==> src/rtl/alu_op_arbiter_4bit.sv <==
// Two-requester round-robin sequencer for a shared combinational bitwise ALU.
// Accepts one op, holds ALU inputs for SETTLE cycles, then returns the result.
module alu_op_arbiter_4bit #(
  parameter int WIDTH  = 4,
  parameter int SETTLE = 1
) (
  input  logic             i_clk,
  input  logic             i_rst_n,
  input  logic [1:0]       i_req_vld,
  output logic [1:0]       o_req_rdy,
  input  logic [WIDTH-1:0] i_req0_op1,
  input  logic [WIDTH-1:0] i_req0_op2,
  input  logic [1:0]       i_req0_sel,
  input  logic [WIDTH-1:0] i_req1_op1,
  input  logic [WIDTH-1:0] i_req1_op2,
  input  logic [1:0]       i_req1_sel,
  output logic [WIDTH-1:0] o_alu_op1,
  output logic [WIDTH-1:0] o_alu_op2,
  output logic [1:0]       o_alu_sel,
  input  logic [WIDTH-1:0] i_alu_dat,
  output logic [1:0]       o_rsp_vld,
  output logic [WIDTH-1:0] o_rsp_dat,
  input  logic [1:0]       i_rsp_rdy,
  output logic             o_busy
);

  typedef enum logic [1:0] {
    S_IDLE,
    S_EXEC,
    S_RESP
  } state_t;

  localparam logic [3:0] LAST = 4'(SETTLE - 1);

  state_t           r_state;
  logic             r_ptr;
  logic             r_gnt;
  logic [3:0]       r_cnt;
  logic [WIDTH-1:0] r_op1;
  logic [WIDTH-1:0] r_op2;
  logic [1:0]       r_sel;
  logic [WIDTH-1:0] r_dat;

  logic             w_gnt;
  logic             w_take;
  logic [WIDTH-1:0] w_op1;
  logic [WIDTH-1:0] w_op2;
  logic [1:0]       w_sel;

  // Single requester wins outright; a tie goes to the pointer.
  always_comb begin
    w_gnt = r_ptr;
    unique case (1'b1)
      (i_req_vld == 2'b01): w_gnt = 1'b0;
      (i_req_vld == 2'b10): w_gnt = 1'b1;
      default:              w_gnt = r_ptr;
    endcase
  end

  assign w_take = (r_state == S_IDLE) && (i_req_vld != 2'b00);
  assign w_op1  = w_gnt ? i_req1_op1 : i_req0_op1;
  assign w_op2  = w_gnt ? i_req1_op2 : i_req0_op2;
  assign w_sel  = w_gnt ? i_req1_sel : i_req0_sel;

  assign o_req_rdy = !w_take ? 2'b00 :
                     (w_gnt ? 2'b10 : 2'b01);
  assign o_rsp_vld = (r_state != S_RESP) ? 2'b00 :
                     (r_gnt ? 2'b10 : 2'b01);
  assign o_busy    = (r_state != S_IDLE);
  assign o_alu_op1 = r_op1;
  assign o_alu_op2 = r_op2;
  assign o_alu_sel = r_sel;
  assign o_rsp_dat = r_dat;

  always_ff @(posedge i_clk) begin
    if (!i_rst_n) begin
      r_state <= S_IDLE;
      r_ptr   <= 1'b0;
      r_gnt   <= 1'b0;
      r_cnt   <= '0;
      r_op1   <= '0;
      r_op2   <= '0;
      r_sel   <= '0;
      r_dat   <= '0;
    end else begin
      unique case (r_state)
        S_IDLE: begin
          if (w_take) begin
            r_gnt   <= w_gnt;
            r_op1   <= w_op1;
            r_op2   <= w_op2;
            r_sel   <= w_sel;
            r_cnt   <= '0;
            r_state <= S_EXEC;
          end
        end
        S_EXEC: begin
          r_cnt <= r_cnt + 4'd1;
          if (r_cnt == LAST) begin
            r_dat   <= i_alu_dat;
            r_state <= S_RESP;
          end
        end
        S_RESP: begin
          if (i_rsp_rdy[r_gnt]) begin
            r_ptr   <= ~r_gnt;
            r_state <= S_IDLE;
          end
        end
        default: r_state <= S_IDLE;
      endcase
    end
  end

endmodule

==> config.mk <==
export PLATFORM = sky130hd
export DESIGN_NAME = alu_op_arbiter_4bit
export DESIGN_NICKNAME = d
export VERILOG_FILES = /design/src/rtl/alu_op_arbiter_4bit.sv
export SDC_FILE = /design/constraint.sdc
export NUM_CORES = 1
export LEC_CHECK = 0
export CORE_MARGIN = 5
export CORE_UTILIZATION = 44
export DETAILED_ROUTE_END_ITERATION = 8
export GPL_TIMING_DRIVEN = 0
export PLACE_DENSITY = 0.94
export SYNTH_ARGS = -nofsm -noshare
export SYNTH_HDL_FRONTEND = slang
export SYNTH_SLANG_ARGS = --single-unit
==> constraint.sdc <==
create_clock -name i_clk -period 3.5 [get_ports i_clk]
set_input_delay 0.7 -clock i_clk [delete_from_list [all_inputs] [get_ports i_clk]]
set_output_delay 0.7 -clock i_clk [all_outputs]
set_load 0.02 [all_outputs]
==> metrics.csv, run 1 <==
stage,metric,value,unit
cells_and_area,area_growth,51.0,%
route,finalWirelength,2860,um
grt,grt_first_pass_wirelength,4620,um
synthesis,synth_seq_cells,22,
grt,grt_pass1_vias,1084,
setup_path,path_max_fanout,10,
timing,worst_pin_slew,0.457,ns
route,post_drt_via_cell_ratio,5.23,
die,dieArea,3560,um^2
synthesis,yosysUniqueCellTypes,29,
setup_path,end_kind,output port,
power,ir_drop,0.000306,V
clock_tree,path_clk_slew,0.12,ns
die,num_rows,18,
synthesis,synthCells,131,
synthesis,synth-simple-area-share,23.7,%
synthesis,synth_mux_area_share,6.57,%
worst_hold_path,min_to,o_rsp_dat[1],
setup_path,r2r_end,o_rsp_dat[3],
die,ios,49,
cells_and_area,nNetsFinal,218,
die,start_util,45.1,%
synthesis,synth_seq_area_share,40.6,%
synthesis,synth_adder_area_share,4.61,%
timing,finalClockSkew,0.00264,ns
synthesis,syn_area,1090,um^2
worst_hold_path,holdCritPathClass,flip-flop to flip-flop,
die,die_w,59.7,um
worst_hold_path,worstHoldStart,o_rsp_dat[1],
synthesis,ys_top_cells_by_area,"dfxtp_1 (41%), nand2_1 (11%), o21ai_0 (6.9%)",
cells_and_area,fin_util,68.1,%
synthesis,syn_avg_cell_area,8.29,um^2
clock_tree,cts_hold_buf,0,
setup_path,worstSetupStartpointType,primary input,
synthesis,synth_top_family_by_area,simple AND/OR/NAND/NOR gates,
timing,rsz0062_at_grt,no,
synthesis,synth_area_leader_cell,dfxtp_1,
worst_hold_path,whs_path_depth,2,
timing,finalSetupViolCount,0,
clock_tree,cts.sink_count,22,
cells_and_area,final_common_cell,clkdlybuf4s50_1,
timing,max_slew_margin,69.4,%
grt,overflow,0,
synthesis,syn_nets,165,
cells_and_area,final_cells,213,
run_status,status,"finished, final reports clean",
power,leakagePower,0.647,nW
cells_and_area,finalInstanceArea,1640,um^2
route,ant_nets,0,
setup_path,startpoint,i_req_vld[1],
route,initialDrtViolationCount,22,
clock_tree,cts_buffer_depth,2,
place,port_buffers,48,
place,hpwl,2360,um
setup_path,cp.arrival,2.66,ns
clock_tree,cts_resized,1,
synthesis,synth-compound-area-share,18.0,%
synthesis,synth.top_cell.area_share,40.6,%
setup_path,critPathKind,primary input to output port,
setup_path,timing.rr.start,r_cnt[0],
route,vias,1113,
clock_tree,clk_latency,0.30,ns
power,powerDensity,425,nW/um^2
timing,layout_min_cycle_time,3.36,ns
place,place_area,1600,um^2
route,wire_per_inst,13.4,um
route,remaining_drc_errors,0,
timing,drv_slew,0,
clock_tree,cts-htree-levels,1,
setup_path,worstPathRequired,2.80,ns
job,maxCapViolCount,0,
cells_and_area,antenna_cells,0,
setup_path,rr_worst_depth,4,
grt,antenna_found_initial,0,
place,place_congestion,0.808,
timing,finalHoldViolCount,0,
clock_tree,cts_tree,built,
die,die_height,59.7,um
grt,grt_use_total,16.7,%
clock_tree,cts_setup_buffers,0,
timing,max_freq,297,MHz
clock_tree,cts_buffers,3,
cells_and_area,nFillCells,191,
grt,grt_max_degree,13,
die,core-area,2410,um^2
timing,min_period_over_period,96.1,%
cells_and_area,drive_above_1_share,8.20,%
clock_tree,root_buffer,clkbuf_4,
place,dp_cells,209,
synthesis,synth_xor_area_share,0,%
synthesis,yosys_warnings,0,
setup_path,r2r_setup_slack,2.16,ns
route,first_pass_iters,4,
cells_and_area,final_cell_mix,"clkdlybuf4s50_1 (47), nand2_1 (32), dfxtp_1 (22), o21ai_0 (15), a31oi_1 (11)",
worst max-delay path, stage by stage:
cell and delay (ns):
clkdlybuf4s50_1 0.48, inv_1 0.05, ha_1 0.30, mux2i_1 0.15, clkbuf_2 0.19, nor3_1 0.16, clkdlybuf4s50_1 0.63
routing by layer:
layer / vias to the layer above / share of wire (%) / routed length [um] / track usage, %
li1: 558 / - / - / -
met1: 513 / 38 / 1080 / 17.4
met2: 40 / 53 / 1510 / 31.9
met3: 2 / 8.7 / 248 / 5.40
met4: 0 / 0.49 / 14 / 3.80
met5: - / 0 / 0 / 0
through the flow:
| step | hold WS [ns] | setup slack [ns] | power (mW) | TNS [ns] |
|---|---|---|---|---|
| floorplan | 0.480 | 0.914 | 0.447 | 0 |
| global placement | 0.444 | 0.0600 | 0.558 | 0 |
| detailed placement | 0.456 | -0.0231 | 0.568 | -0.0231 |
| CTS | 0.473 | 0.0277 | 0.702 | 0 |
| global route | 0.503 | 0.0269 | 0.736 | 0 |
| finish | 0.474 | 0.137 | 0.698 | 0 |
power by group:
| group | switching (mW) | internal, mW | total, mW |
|---|---|---|---|
| combinational | 0.128 | 0.131 | 0.259 |
| clock | 0.0743 | 0.0634 | 0.138 |
| sequential | 0.0190 | 0.282 | 0.301 |
worst max-delay path by stage:
stage,depth (start not counted),slack (ns),endpoint
floorplan,4,0.91,o_req_rdy[0]
global placement,6,0.06,o_req_rdy[0]
detailed placement,6,-0.02,o_req_rdy[0]
CTS,7,0.03,o_req_rdy[1]
global route,7,0.03,o_req_rdy[1]
finish,7,0.14,o_req_rdy[1]
flip-flops by register name (all words and copies together), names as in the netlist:
register and cells:
o_alu_op1 4, o_rsp_dat 4, r_ptr 1, r_cnt 4
r_state 2, o_alu_op2 4, r_gnt 1, o_alu_sel 2
cells by family after synthesis:
logic type      Yosys count
compound gates           34
fa+ha+maj                 4
buf+inv                  14
flops                    22
mux                       7
simple gates             50
Yosys cell counts (all sizes together):
cell type,count
or2,1
or3,1
nand2b,1
nor4,1
o21a,1
a21oi,4
nor2b,3
mux2i,6
mux2,1
o21ai,16
ha,4
and2,3
a31oi,11
inv,6
o32a,1
nor4bb,1
a311oi,1
nor4b,1
nor2,1
nand2,32
nand3,2
dfxtp,22
buf,4
clkbuf,4
nor3,3
cell type report:
| cell class | instances | area, um^2 | share of cell area, % |
|---|---|---|---|
| inverters | 6 | 22.5 | 1.37 |
| multi-input cells | 95 | 574 | 35.0 |
| well taps | 30 | 37.5 | 2.29 |
| flip-flops and latches | 22 | 440 | 26.8 |
| plain buffers | 8 | 50.0 | 3.05 |
| repair buffers | 48 | 479 | 29.2 |
| clock buffers | 4 | 36.3 | 2.21 |
Note: power is estimated with default switching activity, not from simulation.
==> run 2: changes to the inputs <==
CORE_MARGIN = unset   (was 5)
PLACE_DENSITY = unset   (was 0.94)
PLACE_DENSITY_LB_ADDON = 0.05   (was unset)
==> metrics.csv, run 2 (same netlist as run 1, synthesis figures left out) <==
stage,metric,value,unit
power,powerDensity,457,nW/um^2
grt,grt_first_pass_wirelength,4480,um
die,num_rows,17,
setup_path,crit_chain,clkdlybuf4s50_1 -> inv_1 -> ha_1 -> mux2i_1 -> clkbuf_2 -> nor3_1 -> clkdlybuf4s50_1,
timing,finalHoldViolCount,0,
route,vias,1092,
setup_path,worstSetupStartpointType,primary input,
cells_and_area,antenna_cells,0,
setup_path,cp.arrival,2.67,ns
setup_path,path_max_fanout,10,
die,ios,49,
power,comb_power_share,34.4,%
route,finalWirelength,2730,um
clock_tree,cts_tree,built,
route,wire_per_inst,12.9,um
setup_path,r2r_setup_slack,2.17,ns
clock_tree,cts.sink_count,22,
clock_tree,cts_buffers,3,
place,place_congestion,0.688,
clock_tree,cts-htree-levels,1,
die,start_util,47.7,%
setup_path,slowest_stage,clkdlybuf4s50_1,
grt,grt_use_total,22.4,%
timing,worst_pin_slew,0.434,ns
die,core-area,2280,um^2
setup_path,crit_buf_inv,4,
place,hpwl,2040,um
worst_hold_path,worstHoldStart,o_rsp_dat[3],
power,internal_power,530,uW
timing,layout_min_cycle_time,3.37,ns
cells_and_area,drive_above_1_share,8.20,%
die,die_height,51.7,um
timing,finalClockSkew,0.0178,ns
power,p_seq_share,39.6,%
clock_tree,path_clk_slew,0.14,ns
cells_and_area,final-seq-area,440,um^2
power,swShare,30.1,%
worst_hold_path,holdCritPathClass,flip-flop to flip-flop,
die,die_w,51.7,um
setup_path,path_depth,7,
grt,grt_max_degree,14,
power,ir_drop,0.000399,V
power,leakagePower,0.663,nW
clock_tree,cts_buffer_depth,2,
setup_path,critPathKind,primary input to output port,
die,dieArea,2670,um^2
cells_and_area,multi_input_area,574,um^2
timing,finalSetupViolCount,0,
power,finalPower,758,uW
setup_path,timing.rr.start,r_cnt[0],
timing,whs,0.469,ns
job,maxCapViolCount,0,
clock_tree,clk_latency,0.32,ns
setup_path,rr_worst_depth,4,
route,first_pass_iters,4,
setup_path,worstPathRequired,2.80,ns
route,ant_nets,0,
clock_tree,cts_setup_buffers,0,
cells_and_area,area_growth,52.6,%
clock_tree,cts_hold_buf,0,
grt,overflow,0,
timing,min_period_over_period,96.2,%
grt,antenna_found_initial,0,
setup_path,critPathCapture,o_req_rdy[1],
cells_and_area,nFillCells,184,
timing,drv_slew,0,
setup_path,path_common_cell,clkdlybuf4s50_1,
setup_path,r2r_end,o_rsp_dat[2],
clock_tree,root_buffer,clkbuf_4,
route,post_drt_via_cell_ratio,5.18,
cells_and_area,final_common_cell,clkdlybuf4s50_1,
setup_path,startpoint,i_req_vld[1],
power,p_switching,228,uW
route,remaining_drc_errors,0,
setup_path,crit_family,buffers and inverters,
setup_path,cpPeakStageDelay,0.63,ns
cells_and_area,nNetsFinal,218,
route,initialDrtViolationCount,13,
setup_path,end_kind,output port,
grt,grt_pass1_vias,1018,
timing,max_freq,297,MHz
run_status,status,"finished, final reports clean",
place,port_buffers,48,
timing,max_slew_margin,71.0,%
timing,rsz0062_at_grt,no,
power,p_clk_share,26.0,%
cells_and_area,final_cell_mix,"clkdlybuf4s50_1 (47), nand2_1 (32), dfxtp_1 (22), o21ai_0 (15), a31oi_1 (11)",
==> run 2: through the flow <==
step                      area [um^2]  TNS, ns  util, %  instances  worst slack (ns)
final                            1660        0     72.8        211             0.133
after global routing             1660        0     72.8        211            0.0320
after CTS                        1660        0     72.7        211            0.0164
after detailed placement         1600  -0.0139     70.4        207           -0.0139
after global placement           1600        0     70.4        207            0.0497
after floorplan                  1090        0        -        131             0.914
==> run 2: how the worst min path moves through the flow <==
| stage | to | slack (ns) | cells after the start |
|---|---|---|---|
| 5_1_grt | o_rsp_dat[0] | 0.49 | 2 |
| 3_3_place_gp | o_rsp_dat[0] | 0.44 | 2 |
| 6_report | o_rsp_dat[3] | 0.47 | 2 |
| 2_1_floorplan | r_cnt[0] | 0.48 | 2 |
| 3_5_place_dp | o_rsp_dat[3] | 0.45 | 2 |
| 4_1_cts | o_rsp_dat[3] | 0.47 | 2 |
==> run 2: power by group through the flow <==
stage | Combinational, mW | Clock [mW] | Sequential (mW)
2_1_floorplan | 0.115 | 0 | 0.332
3_3_place_gp | 0.255 | 0 | 0.304
3_5_place_dp | 0.260 | 0 | 0.305
4_1_cts | 0.262 | 0.196 | 0.300
5_1_grt | 0.284 | 0.207 | 0.304
6_report | 0.261 | 0.197 | 0.300
==> run 2: repair_timing <==
item                                    in CTS  in global routing
hold endpoints to repair                     0                  0
gates cloned                                 0                  0
gates resized for setup                      1                  1
endpoints found under the setup margin       1                  1
==> run 2: final cells by class <==
| cell class | count | share of cell area [%] |
|---|---|---|
| multi-input cells | 95 | 34.6 |
| repair buffers | 48 | 29.1 |
| flip-flops and latches | 22 | 26.6 |
| plain buffers | 8 | 3.02 |
| well taps | 28 | 2.11 |
| clock inverters | 1 | 1.81 |
| clock buffers | 3 | 1.36 |
| inverters | 6 | 1.36 |
==> run 2: metal layers <==
metal / up-vias / share of wire, % / wire length [um] / track usage [%]
li1: 559 / - / - / -
met2: 28 / 54 / 1460 / 43.3
met5: - / 0 / 0 / 0
met4: 0 / 0.51 / 14 / 2.70
met3: 2 / 5.4 / 148 / 6.73
met1: 503 / 40 / 1110 / 24.3
==> run 2: worst reg2reg max path, stage by stage (launching register included) <==
cell and delay, ns:
dfxtp_1 0.36, inv_1 0.10, ha_1 0.17, nor4b_4 0.39, mux2i_1 0.25
